## src/rtl/hazard_ctrl.sv

```systemverilog
// Pipeline hazard/stall controller: load-use bubbles, EX redirects and LSU waits,
// with a saturating bubble counter and a sticky LSU-timeout flag.
module hazard_ctrl #(
   parameter int unsigned CNT_W   = 32,
   parameter int unsigned WAIT_W  = 16,
   parameter int unsigned TIMEOUT = 255
) (
   input  logic             clk,
   input  logic             rst,
   input  logic             id_valid,
   input  logic [4:0]       id_rs1_idx,
   input  logic [4:0]       id_rs2_idx,
   input  logic             id_rs1_used,
   input  logic             id_rs2_used,
   input  logic [4:0]       ex_rd_idx,
   input  logic             ex_wben,
   input  logic             ex_is_load,
   input  logic             ex_redirect,
   input  logic             mem_req,
   input  logic             mem_ready,
   output logic             pc_stall,
   output logic             ifid_stall,
   output logic             ifid_flush,
   output logic             idex_hold,
   output logic             idex_stall_n,
   output logic             exmem_stall,
   output logic             mem_timeout,
   output logic [CNT_W-1:0] bubble_cnt
);

   typedef enum logic {
      RUN      = 1'b0,
      MEM_WAIT = 1'b1
   } state_t;

   state_t            state;
   logic              redir_pend;
   logic [WAIT_W-1:0] wait_cnt;

   logic hold;
   logic redirect;
   logic load_use;
   logic rs1_hit;
   logic rs2_hit;

   always_comb begin
      hold = ~mem_ready & (((state == RUN) & mem_req) | (state == MEM_WAIT));
   end

   always_comb begin
      redirect = (ex_redirect | redir_pend) & ~hold;
   end

   always_comb begin
      rs1_hit  = id_rs1_used & (id_rs1_idx == ex_rd_idx);
      rs2_hit  = id_rs2_used & (id_rs2_idx == ex_rd_idx);
      load_use = ex_is_load & ex_wben & (ex_rd_idx != 5'd0) & id_valid & (rs1_hit | rs2_hit);
   end

   // Priority: hold > redirect > load-use > idle; everything idles while in reset.
   always_comb begin
      pc_stall     = 1'b0;
      ifid_stall   = 1'b0;
      ifid_flush   = 1'b0;
      idex_hold    = 1'b0;
      idex_stall_n = 1'b1;
      exmem_stall  = 1'b0;
      if (!rst) begin
         if (hold) begin
            pc_stall    = 1'b1;
            ifid_stall  = 1'b1;
            idex_hold   = 1'b1;
            exmem_stall = 1'b1;
         end else if (redirect) begin
            ifid_flush   = 1'b1;
            idex_stall_n = 1'b0;
         end else if (load_use) begin
            pc_stall     = 1'b1;
            ifid_stall   = 1'b1;
            idex_stall_n = 1'b0;
         end
      end
   end

   always_ff @(posedge clk) begin
      if (rst) begin
         state       <= RUN;
         redir_pend  <= 1'b0;
         wait_cnt    <= '0;
         mem_timeout <= 1'b0;
         bubble_cnt  <= '0;
      end else begin
         state <= hold ? MEM_WAIT : RUN;
         // A redirect seen while held is parked until the release cycle consumes it.
         redir_pend <= hold ? (redir_pend | ex_redirect) : 1'b0;

         if ((state == MEM_WAIT) && !mem_ready) begin
            if (wait_cnt != '1) begin
               wait_cnt <= wait_cnt + WAIT_W'(1);
            end
            if (wait_cnt == WAIT_W'(TIMEOUT)) begin
               mem_timeout <= 1'b1;
            end
         end else begin
            wait_cnt <= '0;
         end

         if (!idex_stall_n && !idex_hold && (bubble_cnt != '1)) begin
            bubble_cnt <= bubble_cnt + CNT_W'(1);
         end
      end
   end

endmodule

```

## config.mk

```make
export PLATFORM = sky130hd
export DESIGN_NAME = hazard_ctrl
export DESIGN_NICKNAME = d
export VERILOG_FILES = /design/src/rtl/hazard_ctrl.sv
export SDC_FILE = /design/constraint.sdc
export NUM_CORES = 1
export LEC_CHECK = 0
export ABC_AREA = 1
export ABC_CLOCK_PERIOD_IN_PS = 1800
export CAP_MARGIN = 0
export CORE_ASPECT_RATIO = 0.7
export CORE_MARGIN = 5
export CORE_UTILIZATION = 45
export CTS_BUF_LIST = sky130_fd_sc_hd__clkbuf_8
export DETAILED_ROUTE_END_ITERATION = 7
export GPL_ROUTABILITY_DRIVEN = 0
export GPL_TIMING_DRIVEN = 0
export PLACE_DENSITY = 0.76
export SLEW_MARGIN = 5
export SYNTH_ARGS = -nofsm -noshare
export SYNTH_HDL_FRONTEND = slang
export SYNTH_SLANG_ARGS = --single-unit
```

## constraint.sdc

```tcl
create_clock -name clk -period 1.8 [get_ports clk]
set_clock_uncertainty 0.05 [all_clocks]
set_input_delay 0.36 -clock clk [delete_from_list [all_inputs] [get_ports clk]]
set_output_delay 0.36 -clock clk [all_outputs]
set_load 0.05 [all_outputs]
```

### Yosys cells after proc, flatten, opt, wreduce, memory -nomap -nowiden

Index checks and enable logic that the tools add are counted.
W data, S select, Z words.

| storage, ports and cells | value |
|---|---|
| flip-flop bits (word level) | 51 |
| bits in latches | 0 |
| memory bits (writable) | 0 |
| bits in read-only memories | 0 |
| input bits | 25 |
| output and inout port bits | 39 |
| logic and storage cells | 51 |
| memories | 0 |

| cells by class | value |
|---|---|
| add/sub/neg operators | 2 |
| multiply operators | 0 |
| div/mod/pow operators | 0 |
| order comparisons | 0 |
| equal/unequal tests | 5 |
| shifts and indexed selects | 0 |
| multiplexer cells | 13 |
| bitwise logic cells | 16 |
| reduce and logical (&&, ||, !) cells | 10 |

Operator list:

| cell | count |
|---|---|
| $add A32 B1 Y32 const B | 1 |
| $ne A32 B32 Y1 const B | 1 |
| $add A16 B1 Y16 const B | 1 |
| $eq A16 B8 Y1 const B | 1 |
| $ne A16 B16 Y1 const B | 1 |
| $mux W1 | 13 |
| $eq A5 B5 Y1 | 2 |
| $and A1 B1 Y1 | 9 |
| $reduce_bool A5 Y1 | 1 |
| $not A1 Y1 | 4 |
| $reduce_or A2 Y1 | 2 |
| $logic_and A1 B1 Y1 | 3 |
| $logic_not A1 Y1 | 3 |
| $or A1 B1 Y1 | 3 |
| $reduce_and A2 Y1 | 1 |

### Depth between registers and ports, before layout

Gate-level depths: netlist of the first run.

| depth | value |
|---|---|
| word-level depth | 12 |
| depth in mapped cells | 12 |
| mapped depth without buffers | 12 |

### Least setup slack after synthesis of the first run

Ideal clock, no wire load.

| timing path | value |
|---|---|
| kind | input to output |
| start point | in mem_req |
| end point | out pc_stall |
| arrival time | 2,483 ps |
| data required time | 1,390 ps |
| slack | -1,093 ps |
| cell stages on the path | 6 |
| path buffers | 1 |
| path through | nor2_1 > or2_2 > nor2_1 > inv_1 > o21ai_0 > buf_4 |

| on the way | value |
|---|---|
| longest elaborated chain between the ends | 8 |

Ends and longest elaborated chain:

| what | RTL line | source |
|---|---|---|
| start: declaration | 19 | `input logic mem_req,` |
| $and A1 B1 Y1 * | 47 | `hold = ~mem_ready & (((state == RUN) & mem_req) \| (state == MEM_WAIT));` |
| $or A1 B1 Y1 * | 47 |  |
| $and A1 B1 Y1 * | 47 |  |
| $not A1 Y1 (no line) | -- |  |
| $and A1 B1 Y1 | 51 | `redirect = (ex_redirect \| redir_pend) & ~hold;` |
| $mux W1 | -- |  |
| $mux W1 * (2 in series) | -- |  |
| end: declaration | 21 | `output logic pc_stall,` |

Mark *: on every way between the ends. The rest lies on a longest branch, timed or not.

### Final worst setup path of the first run

| timing path | value |
|---|---|
| start point | reg state |
| end point | out pc_stall |

| on the way | value |
|---|---|
| longest elaborated chain between the ends | 9 |

Ends and longest elaborated chain:

| what | RTL line | source |
|---|---|---|
| start: declaration | 36 | `state_t state;` |
| start signal: assignment | 93 | `state <= hold ? MEM_WAIT : RUN;` |
| $not A1 Y1 | 47 |  |
| $and A1 B1 Y1 | 47 |  |
| $or A1 B1 Y1 * | 47 |  |
| $and A1 B1 Y1 * | 47 |  |
| $not A1 Y1 (no line) | -- |  |
| $and A1 B1 Y1 | 51 |  |
| $mux W1 | 74 | `end else if (redirect) begin` |
| $mux W1 * | 69 | `if (hold) begin` |
| $mux W1 * | 68 | `if (!rst) begin` |

Marks and branches as above.

==> impl_metrics.yaml, run 1 <==
run_status:
  status: "complete, but fails checks"
  violations: "setup timing"
die:
  rows: 26
  fp.dieW_um: 111.9
  start_util_pct: 45.49
  die_y_um: 81.33
  pin_count: 64
  dieArea_um2: 9100
  core_area_um2: 7189
timing:
  hold_slack_ns: 0.2886
  fin_ws_ns: -0.08401
  maxSlewViolCount: 0
  hold_viol_final: 0
  slew_headroom_pct: 52.59
  period_share_pct: 104.7
  max_freq_mhz: 530.8
  rsz0062_at_grt: "true"
  max_slew.worst_pin.slew_ns: 0.7112
  finalSetupViolCount: 32
  setup_tns_ns: -1.190
  min_period_ns: 1.884
setup_path:
  path_class: "register to output pin"
  r2r_start: "bubble_cnt[0]"
  cp.arrival_ns: 1.47
  critical_path_required_ns: 1.39
  cp_slowest_stage_delay_ns: 0.34
  slowest_stage: "dfxtp_2"
  reg2reg_to: "bubble_cnt[17]"
  reg2reg_depth: 10
  r2r_setup_slack_ns: -0.08
  cp_max_fo: 3
  start_kind: "register"
  crit_chain: "nor2_2 -> or2_4 -> nor2_4 -> inv_2 -> o21ai_2 -> buf_4 -> buf_8"
  endpoint_kind: "output pin"
placement:
  port_buffers: 62
  dp_hpwl_um: 7268
  dp.cells: 692
clock_tree:
  cts-root-buf: "clkbuf_8"
  tritoncts: "built"
  cts_buffer_depth: 2
  numCtsBuffers: 5
  cts.clk_slew.worst_paths_ns: 0.10
  htreeDepth: 2
  ctsHoldBuffers: 0
  clock-sinks: 51
  clock_latency_ns: 0.31
synth:
  ys_warn_count: 0
  synth-seq-cells: 51
  synthArstFlopShare_pct: 0
  synth_cell_types: 29
  syn_area_per_cell_um2: 6.148
  synth-seq-area-share_pct: 31.22
  synth_edf_count: 0
  syn-cell-area_um2: 3271
  syn_nets: 559
  synth_ff_type: "dfxtp_1"
  syn_inst: 532
routing:
  drt_iter0_markers: 307
  routed_wl_um: 10550
  dr.pass1.iters: 6
  vias_per_cell: 5.414
  route.detailed.drc: 0
  postRouteAntennaNets: 0
  wire_per_inst_um: 14.47
  num_vias: 3947
grt:
  grt_max_degree: 18
  antenna_found_initial: 0
  busiest_layer: "met2"
  gr-usage-met2_pct: 37.86
  grt_use_met3_pct: 4.319
  grt_use_total_pct: 21.83
  first_global_vias: 3602
  use_met1_pct: 28.57
  grt_pass1_wl_um: 16460
  overflow: 0
final_layout:
  num_antenna_cells: 0
  final_nets: 657
  syn_to_final_growth_pct: 41.97
  drive_gt1_share_pct: 27.58
  post_layout_nonfiller_instances: 729
  post-route-util_pct: 64.58
  fillerInstances: 652
power:
  leakage_nw: 1.931
  p_per_area_nw_per_um2: 464.4
  p_sw_w: 0.0006147
  p_int_w: 0.001542
  vdd_ir_drop_max_v: 0.0002962
  power.share.switching_pct: 28.50
  p_comb_share_pct: 15.1
  pwr-share-seq_pct: 52.6
  power_frac_clock_pct: 32.3
worst_hold_path:
  holdPathEnd: "redir_pend"
  whs_path_depth: 3
  hold_class: "input pin to register"
  hold_start: "ex_redirect"
flow_run:
  maxCapViolations: 0
-- flip-flops by register name, summed over array words and instances (netlist names) --
register	count
redir_pend	1
state	1
wait_cnt	16
mem_timeout	1
bubble_cnt	32
-- layer usage --
metal  share of wire [%]  vias up
li1                    -     1934
met4                0.92        0
met2                  49      170
met3                 7.3       16
met5                   0        -
met1                  43     1827
-- worst max-delay path by stage --
stage,startpoint,end,slack [ns],cells after the start
floorplan,mem_req,pc_stall,-0.26,6
global placement,ex_rd_idx[1],idex_stall_n,-1.31,12
detailed placement,ex_rd_idx[0],idex_stall_n,-1.34,12
CTS,state,idex_stall_n,-0.13,7
global route,bubble_cnt[0],bubble_cnt[17],-0.16,10
finish,state,pc_stall,-0.08,7
-- through the flow --
stage                     cell area (um^2)  setup slack (ns)  total power [W]
final                                 4643          -0.08401         0.002156
after global routing                  4643           -0.1584         0.002245
after CTS                             4393           -0.1299         0.002148
after detailed placement              4101            -1.342         0.001420
after global placement                4101            -1.307         0.001417
after floorplan                       3358           -0.2560         0.001314
-- layout by cell type (no fill, tap or decap), types with 4 or more instances in the layout --
| cell type | instances |
|---|---|
| nand2_1 | 161 |
| nor2_1 | 63 |
| nand4_1 | 39 |
| dlygate4sd2_1 | 38 |
| inv_1 | 37 |
| buf_4 | 27 |
| dfxtp_1 | 24 |
| a21oi_1 | 22 |
| dfxtp_2 | 22 |
| a21oi_2 | 16 |
| nand3b_1 | 15 |
| xor2_1 | 13 |
| nand2_2 | 11 |
| buf_6 | 11 |
| clkbuf_2 | 10 |
| nor2_2 | 9 |
| nand3_1 | 9 |
| nand2_4 | 9 |
| buf_2 | 9 |
| inv_2 | 8 |
| clkbuf_8 | 7 |
| nor2_4 | 6 |
| xnor2_1 | 6 |
| o21ai_1 | 6 |
| o21ai_0 | 5 |
| dfxtp_4 | 5 |
| buf_8 | 4 |
| clkbuf_1 | 4 |
-- area by class of cell --
class	count	area (um^2)	area share, %
clock inverter	3	22.52	0.4850
clock buffer	5	68.82	1.482
sequential	51	1067	22.99
buffer	19	156.4	3.368
tap	98	122.6	2.641
inverter	46	175.2	3.773
timing repair buffer	92	762.0	16.41
multi-input combinational	415	2268	48.85
-- critical path, delay by kind of cell (launching register included) --
kind,cells,cell delay [ns]
AOI/OAI and AO/OA,1,0.08
buffers and inverters,3,0.33
DFF,1,0.34
and+or+nand+nor,3,0.40
-- Yosys cell counts (all sizes together), types with 6 or more instances --
| library cell | instances | share of area [%] |
|---|---|---|
| nand2 | 181 | 21 |
| nor2 | 78 | 9.2 |
| dfxtp | 51 | 31 |
| inv | 46 | 5.3 |
| nand4 | 39 | 7.5 |
| a21oi | 38 | 5.8 |
| nand3b | 15 | 3.4 |
| nand3 | 14 | 2.6 |
| xor2 | 13 | 3.5 |
| o21ai | 12 | 1.8 |
| clkbuf | 11 | 1.3 |
| buf | 9 | 2.0 |
| nor3 | 7 | 1.2 |
| xnor2 | 6 | 1.6 |
-- timing repair --
action | 4_1_cts | 5_1_grt
pin swaps | 33 | 28
endpoints found under the setup margin | 85 | 53
resized for setup | 168 | 76
cloned | 3 | 0
buffers inserted | 18 | 10
-- power groups by stage --
stage	clock [W]	sequential [W]	combinational (W)
global placement	0	0.00116	0.000252
global route	0.000762	0.00113	0.000348
finish	0.000696	0.00113	0.000326
detailed placement	0	0.00116	0.000255
CTS	0.000718	0.00114	0.000293
floorplan	0	0.00117	0.000142
-- cells by family (layout without fill, tap and decap cells) --
family	Yosys count	in the layout	share of synthesized area (%)
and+or+nand+nor	340	340	45.95
AOI/OAI and AO/OA	54	54	8.455
xor gates and xnor gates	19	19	5.088
DFF	51	51	31.22
buffers and inverters	66	165	8.530
adders and majority gates	2	2	0.7650
No activity file was read; power rests on OpenSTA's default activity.
==> run 2: changes to the inputs <==
--- a/config.mk
+++ b/config.mk
@@ -8,7 +8,7 @@
 export ABC_AREA = 1
 export ABC_CLOCK_PERIOD_IN_PS = 1800
 export CAP_MARGIN = 0
-export CORE_ASPECT_RATIO = 0.7
+export CORE_ASPECT_RATIO = 1.25
 export CORE_MARGIN = 5
 export CORE_UTILIZATION = 45
 export CTS_BUF_LIST = sky130_fd_sc_hd__clkbuf_8
==> impl_metrics.yaml, run 2 (same netlist as run 1, synthesis figures left out) <==
run_status:
  status: "complete, but fails checks"
  violations: "setup timing"
setup_path:
  r2r_start: "bubble_cnt[0]"
  r2r_setup_slack_ns: -0.07
  startpoint: "bubble_cnt[0]"
  cp_slowest_stage_delay_ns: 0.39
  start_kind: "register"
  slowest_stage: "dfxtp_4"
  cp.arrival_ns: 2.00
  cp_max_fo: 10
  reg2reg_to: "bubble_cnt[29]"
  cpMostUsedCell: "nand3_4"
  path_class: "register to register"
  reg2reg_depth: 10
  endpoint_kind: "register"
  critical_path_required_ns: 1.93
  crit_chain: "ha_4 -> nand3_4 -> nor2_4 -> nand2_2 -> nor3_4 -> nand3_4 -> buf_4 -> clkbuf_8 -> nand4_1 -> a21oi_2"
  endpoint: "bubble_cnt[29]"
routing:
  num_vias: 3935
  routed_wl_um: 10310
  wire_per_inst_um: 14.38
  dr.pass1.iters: 6
  route.detailed.drc: 0
  drt_iter0_markers: 359
  postRouteAntennaNets: 0
  vias_per_cell: 5.488
timing:
  hold_slack_ns: 0.3475
  slew_headroom_pct: 54.74
  min_period_ns: 1.868
  hold_viol_final: 0
  maxSlewViolCount: 0
  fin_ws_ns: -0.06763
  period_share_pct: 103.8
  max_slew.worst_pin.slew_ns: 0.6790
  rsz0062_at_grt: "true"
  max_freq_mhz: 535.4
  finalSetupViolCount: 32
final_layout:
  post-route-util_pct: 67.70
  fillerInstances: 638
  regMostFlops: "bubble_cnt"
  largest_reg_flops: 32
  multiInputGateArea_um2: 2355
  final_cell_mix: "155 x nand2_1, 56 x nor2_1, 39 x nand4_1"
  final_nets: 653
  syn_to_final_growth_pct: 45.29
  mostFrequentLayoutCell: "nand2_1"
  num_antenna_cells: 0
  largestRegisters: "bubble_cnt x32, wait_cnt x16"
  register_area_um2: 1084
  drive_gt1_share_pct: 30.46
clock_tree:
  cts_buffer_depth: 2
  cts-root-buf: "clkbuf_8"
  cts.clk_slew.worst_paths_ns: 0.10
  clock_latency_ns: 0.31
  htreeDepth: 2
  clock-sinks: 51
  tritoncts: "built"
  numCtsBuffers: 5
die:
  rows: 34
  start_util_pct: 46.60
  dieArea_um2: 9083
  fp.dieW_um: 86.25
  core_area_um2: 7019
  die_y_um: 105.3
  pin_count: 64
power:
  p_per_area_nw_per_um2: 448.3
  leakage_nw: 1.986
  vdd_ir_drop_max_v: 0.0002858
flow_run:
  maxCapViolations: 0
placement:
  port_buffers: 62
  dp_hpwl_um: 7138
grt:
  overflow: 0
  antenna_found_initial: 0
  grt_max_degree: 16
  first_global_vias: 3572
  grt_use_total_pct: 22.00
  grt_pass1_wl_um: 16530
worst_hold_path:
  hold_class: "input pin to register"
-- run 2: cell types whose count changed in the layout (fill, tap and decap cells not counted), moves of 3 or more --
cell | previous run | this run
dfxtp_4 | 5 | 11
dfxtp_2 | 22 | 17
dlygate4sd2_1 | 38 | 35
inv_2 | 8 | 11
nand2_2 | 11 | 17
nor2_2 | 9 | 13
inv_1 | 37 | 34
buf_4 | 27 | 21
buf_6 | 11 | 22
nor2_4 | 6 | 9
buf_2 | 9 | 2
nand2_1 | 161 | 155
nor2_1 | 63 | 56
-- run 2: what timing repair did --
action / 4_1_cts / 5_1_grt
endpoints found under the setup margin: 84 / 51
pin swaps: 34 / 48
gates cloned: 3 / 0
hold endpoints to repair: 0 / 0
setup buffers: 11 / 11
gates resized for setup: 186 / 115
hold buffers: 0 / 0
-- run 2: how the worst min path moves through the flow --
stage | start | end | slack (ns) | cells past startpoint
floorplan | wait_cnt[12] | wait_cnt[12] | 0.40 | 2
global placement | wait_cnt[12] | wait_cnt[12] | 0.41 | 2
detailed placement | mem_timeout | mem_timeout | 0.42 | 2
CTS | mem_timeout | mem_timeout | 0.43 | 2
global route | rst | bubble_cnt[22] | 0.38 | 2
finish | ex_redirect | redir_pend | 0.35 | 3
-- run 2: power by group --
part	internal, W	switching, W
registers	0.00112	0.00000609
logic	0.000139	0.000197
clock network	0.000269	0.000401
-- run 2: through the flow --
stage | setup TNS (ns) | instances | setup slack (ns) | power (W) | instance area [um^2]
6_report | -1.392 | 717 | -0.06763 | 0.002130 | 4752
5_1_grt | -4.411 | 717 | -0.1647 | 0.002209 | 4752
4_1_cts | -1.843 | 706 | -0.1208 | 0.002112 | 4395
3_5_place_dp | -28.15 | 684 | -1.361 | 0.001421 | 4091
3_3_place_gp | -25.28 | 684 | -1.307 | 0.001416 | 4091
2_1_floorplan | -0.3898 | 532 | -0.2560 | 0.001314 | 3358
-- run 2: metal layers --
| metal | up-vias | global-route usage (%) | part of all wire, % |
|---|---|---|---|
| li1 | 1933 | - | - |
| met1 | 1794 | 26.98 | 39 |
| met2 | 177 | 37.60 | 50 |
| met3 | 31 | 4.684 | 8.9 |
| met4 | 0 | 7.906 | 2.6 |
| met5 | - | 0 | 0 |
-- run 2: area by class of cell --
cell class | count | share of cell area, %
clock buffers | 5 | 1.448
inverters | 46 | 3.739
repair buffers | 87 | 16.27
clock inverters | 3 | 0.3160
plain buffers | 20 | 3.502
well taps | 90 | 2.370
multi-input cells | 415 | 49.55
flip-flops and latches | 51 | 22.80
-- run 2: worst max-delay path: cells and delay by family (launching register included) --
kind,cells,cell delay [ns]
compound gates,1,0.06
simple gates,6,0.76
flops,1,0.39
fa+ha+maj,1,0.15
buf+inv,2,0.33
==> run 3: changes to the inputs <==
--- a/config.mk
+++ b/config.mk
@@ -8,14 +8,15 @@
 export ABC_AREA = 1
 export ABC_CLOCK_PERIOD_IN_PS = 1800
 export CAP_MARGIN = 0
-export CORE_ASPECT_RATIO = 1.25
+export CELL_PAD_IN_SITES_DETAIL_PLACEMENT = 0
+export CELL_PAD_IN_SITES_GLOBAL_PLACEMENT = 2
 export CORE_MARGIN = 5
-export CORE_UTILIZATION = 45
+export CORE_UTILIZATION = 25
 export CTS_BUF_LIST = sky130_fd_sc_hd__clkbuf_8
 export DETAILED_ROUTE_END_ITERATION = 7
 export GPL_ROUTABILITY_DRIVEN = 0
 export GPL_TIMING_DRIVEN = 0
-export PLACE_DENSITY = 0.76
+export PLACE_DENSITY = 0.8
 export SLEW_MARGIN = 5
 export SYNTH_ARGS = -nofsm -noshare
 export SYNTH_HDL_FRONTEND = slang
==> impl_metrics.yaml, run 3 (same netlist as run 1, synthesis figures left out) <==
run_status:
  status: "complete, but fails checks"
  violations: "setup timing"
routing:
  drt_iter0_markers: 201
  num_vias: 3719
  route.detailed.drc: 0
  vias_per_cell: 4.614
  dr.pass1.iters: 4
  wire_per_inst_um: 14.23
  routed_wl_um: 11470
  postRouteAntennaNets: 0
final_layout:
  largestRegisters: "bubble_cnt x32, wait_cnt x16"
  syn_to_final_growth_pct: 48.39
  regMostFlops: "bubble_cnt"
  multiInputGateArea_um2: 2310
  final_cell_mix: "161 x nand2_1, 62 x nor2_1, 39 x nand4_1"
  fillerInstances: 1433
  post-route-util_pct: 38.15
  drive_gt1_share_pct: 29.65
  register_area_um2: 1066
  largest_reg_flops: 32
  final_nets: 660
  num_antenna_cells: 0
  mostFrequentLayoutCell: "nand2_1"
timing:
  max_slew.worst_pin.slew_ns: 0.7186
  maxSlewViolCount: 0
  max_freq_mhz: 527.0
  rsz0062_at_grt: "true"
  setup_tns_ns: -2.305
  hold_viol_final: 0
  fin_ws_ns: -0.09768
  period_share_pct: 105.4
  hold_slack_ns: 0.3061
  finalSetupViolCount: 35
  min_period_ns: 1.898
  slew_headroom_pct: 52.10
clock_tree:
  ctsHoldBuffers: 0
  cts.clk_slew.worst_paths_ns: 0.10
  tritoncts: "built"
  numCtsBuffers: 5
  clock_latency_ns: 0.32
  clock-sinks: 51
  cts_buffer_depth: 2
  cts-root-buf: "clkbuf_8"
  htreeDepth: 2
setup_path:
  start_kind: "register"
  critical_path_required_ns: 1.39
  cp_max_fo: 3
  reg2reg_depth: 11
  path_class: "register to output pin"
  endpoint_kind: "output pin"
  cp.arrival_ns: 1.49
grt:
  grt_pass1_wl_um: 18490
  grt_max_degree: 17
  antenna_found_initial: 0
  overflow: 0
  grt_use_total_pct: 14.39
  first_global_vias: 3551
power:
  p_int_w: 0.001552
  p_per_area_nw_per_um2: 447.2
  power.share.switching_pct: 28.51
  leakage_nw: 1.994
  p_comb_share_pct: 16.5
  vdd_ir_drop_max_v: 0.0002942
  power_w: 0.002170
  p_sw_w: 0.0006187
  power_frac_clock_pct: 31.2
  pwr-share-seq_pct: 52.3
die:
  pin_count: 64
  start_util_pct: 25.71
  dieArea_um2: 15470
  rows: 41
  core_area_um2: 12720
  die_y_um: 124.4
  fp.dieW_um: 124.4
worst_hold_path:
  hold_class: "input pin to register"
  whs_path_depth: 3
placement:
  dp_hpwl_um: 8277
  dp_slack_ns: -1.470
  port_buffers: 62
flow_run:
  maxCapViolations: 0
run 3: cell types whose count changed in the layout (fill, tap and decap cells not counted), moves of 6 or more:
cell / delta
dfxtp_4: -8
buf_6: -7
nand2_1: +6
buf_4: +8
nor2_1: +6
dfxtp_2: +10
run 3: power groups by stage:
stage	clock, W	combinational [W]	sequential, W
2_1_floorplan	0	0.000142	0.00117
3_3_place_gp	0	0.000265	0.00117
3_5_place_dp	0	0.000265	0.00117
4_1_cts	0.000712	0.000329	0.00114
5_1_grt	0.000746	0.000383	0.00114
6_report	0.000677	0.000357	0.00114
run 3: area by class of cell:
| cell class | instances | area share (%) |
|---|---|---|
| tap | 172 | 4.434 |
| buffer | 17 | 3.042 |
| multi-input combinational | 415 | 47.59 |
| clock inverter | 3 | 0.3609 |
| clock buffer | 5 | 1.418 |
| inverter | 46 | 3.661 |
| sequential | 51 | 21.96 |
| timing repair buffer | 97 | 17.53 |
run 3: path summary, 6_finish.rpt:
kind                      start        endpoint  slack, ns
hold / removal      ex_redirect      redir_pend       0.31
setup reg to reg  bubble_cnt[0]  bubble_cnt[30]       -0.1
setup / recovery          state        pc_stall       -0.1
hold reg to reg     wait_cnt[0]     wait_cnt[0]       0.42
run 3: critical path: stages, from the launching register on:
cell,delay (ns)
dfxtp_2,0.35
nor2_2,0.03
or2_4,0.25
nor2_4,0.13
inv_2,0.05
o21ai_2,0.08
buf_4,0.14
buf_8,0.13
run 3: timing repair:
action	CTS	global route
cloned	4	0
pin swaps	25	35
gates resized for setup	173	103
endpoints found under the hold margin	0	0
setup endpoints to repair	84	56
setup buffers	21	12
run 3: metal layers:
metal | share of wire [%] | global-route usage (%) | up-vias
li1 | - | - | 1944
met1 | 45 | 18.35 | 1693
met2 | 49 | 25.41 | 71
met3 | 4.6 | 2.787 | 11
met4 | 1.2 | 2.515 | 0
met5 | 0 | 0 | -
run 3: metrics by stage:
step                      std cells  cell area (um^2)
final                           806              4853
after global routing            806              4853
after CTS                       798              4604
after detailed placement        766              4194
after global placement          766              4194
after floorplan                 532              3358
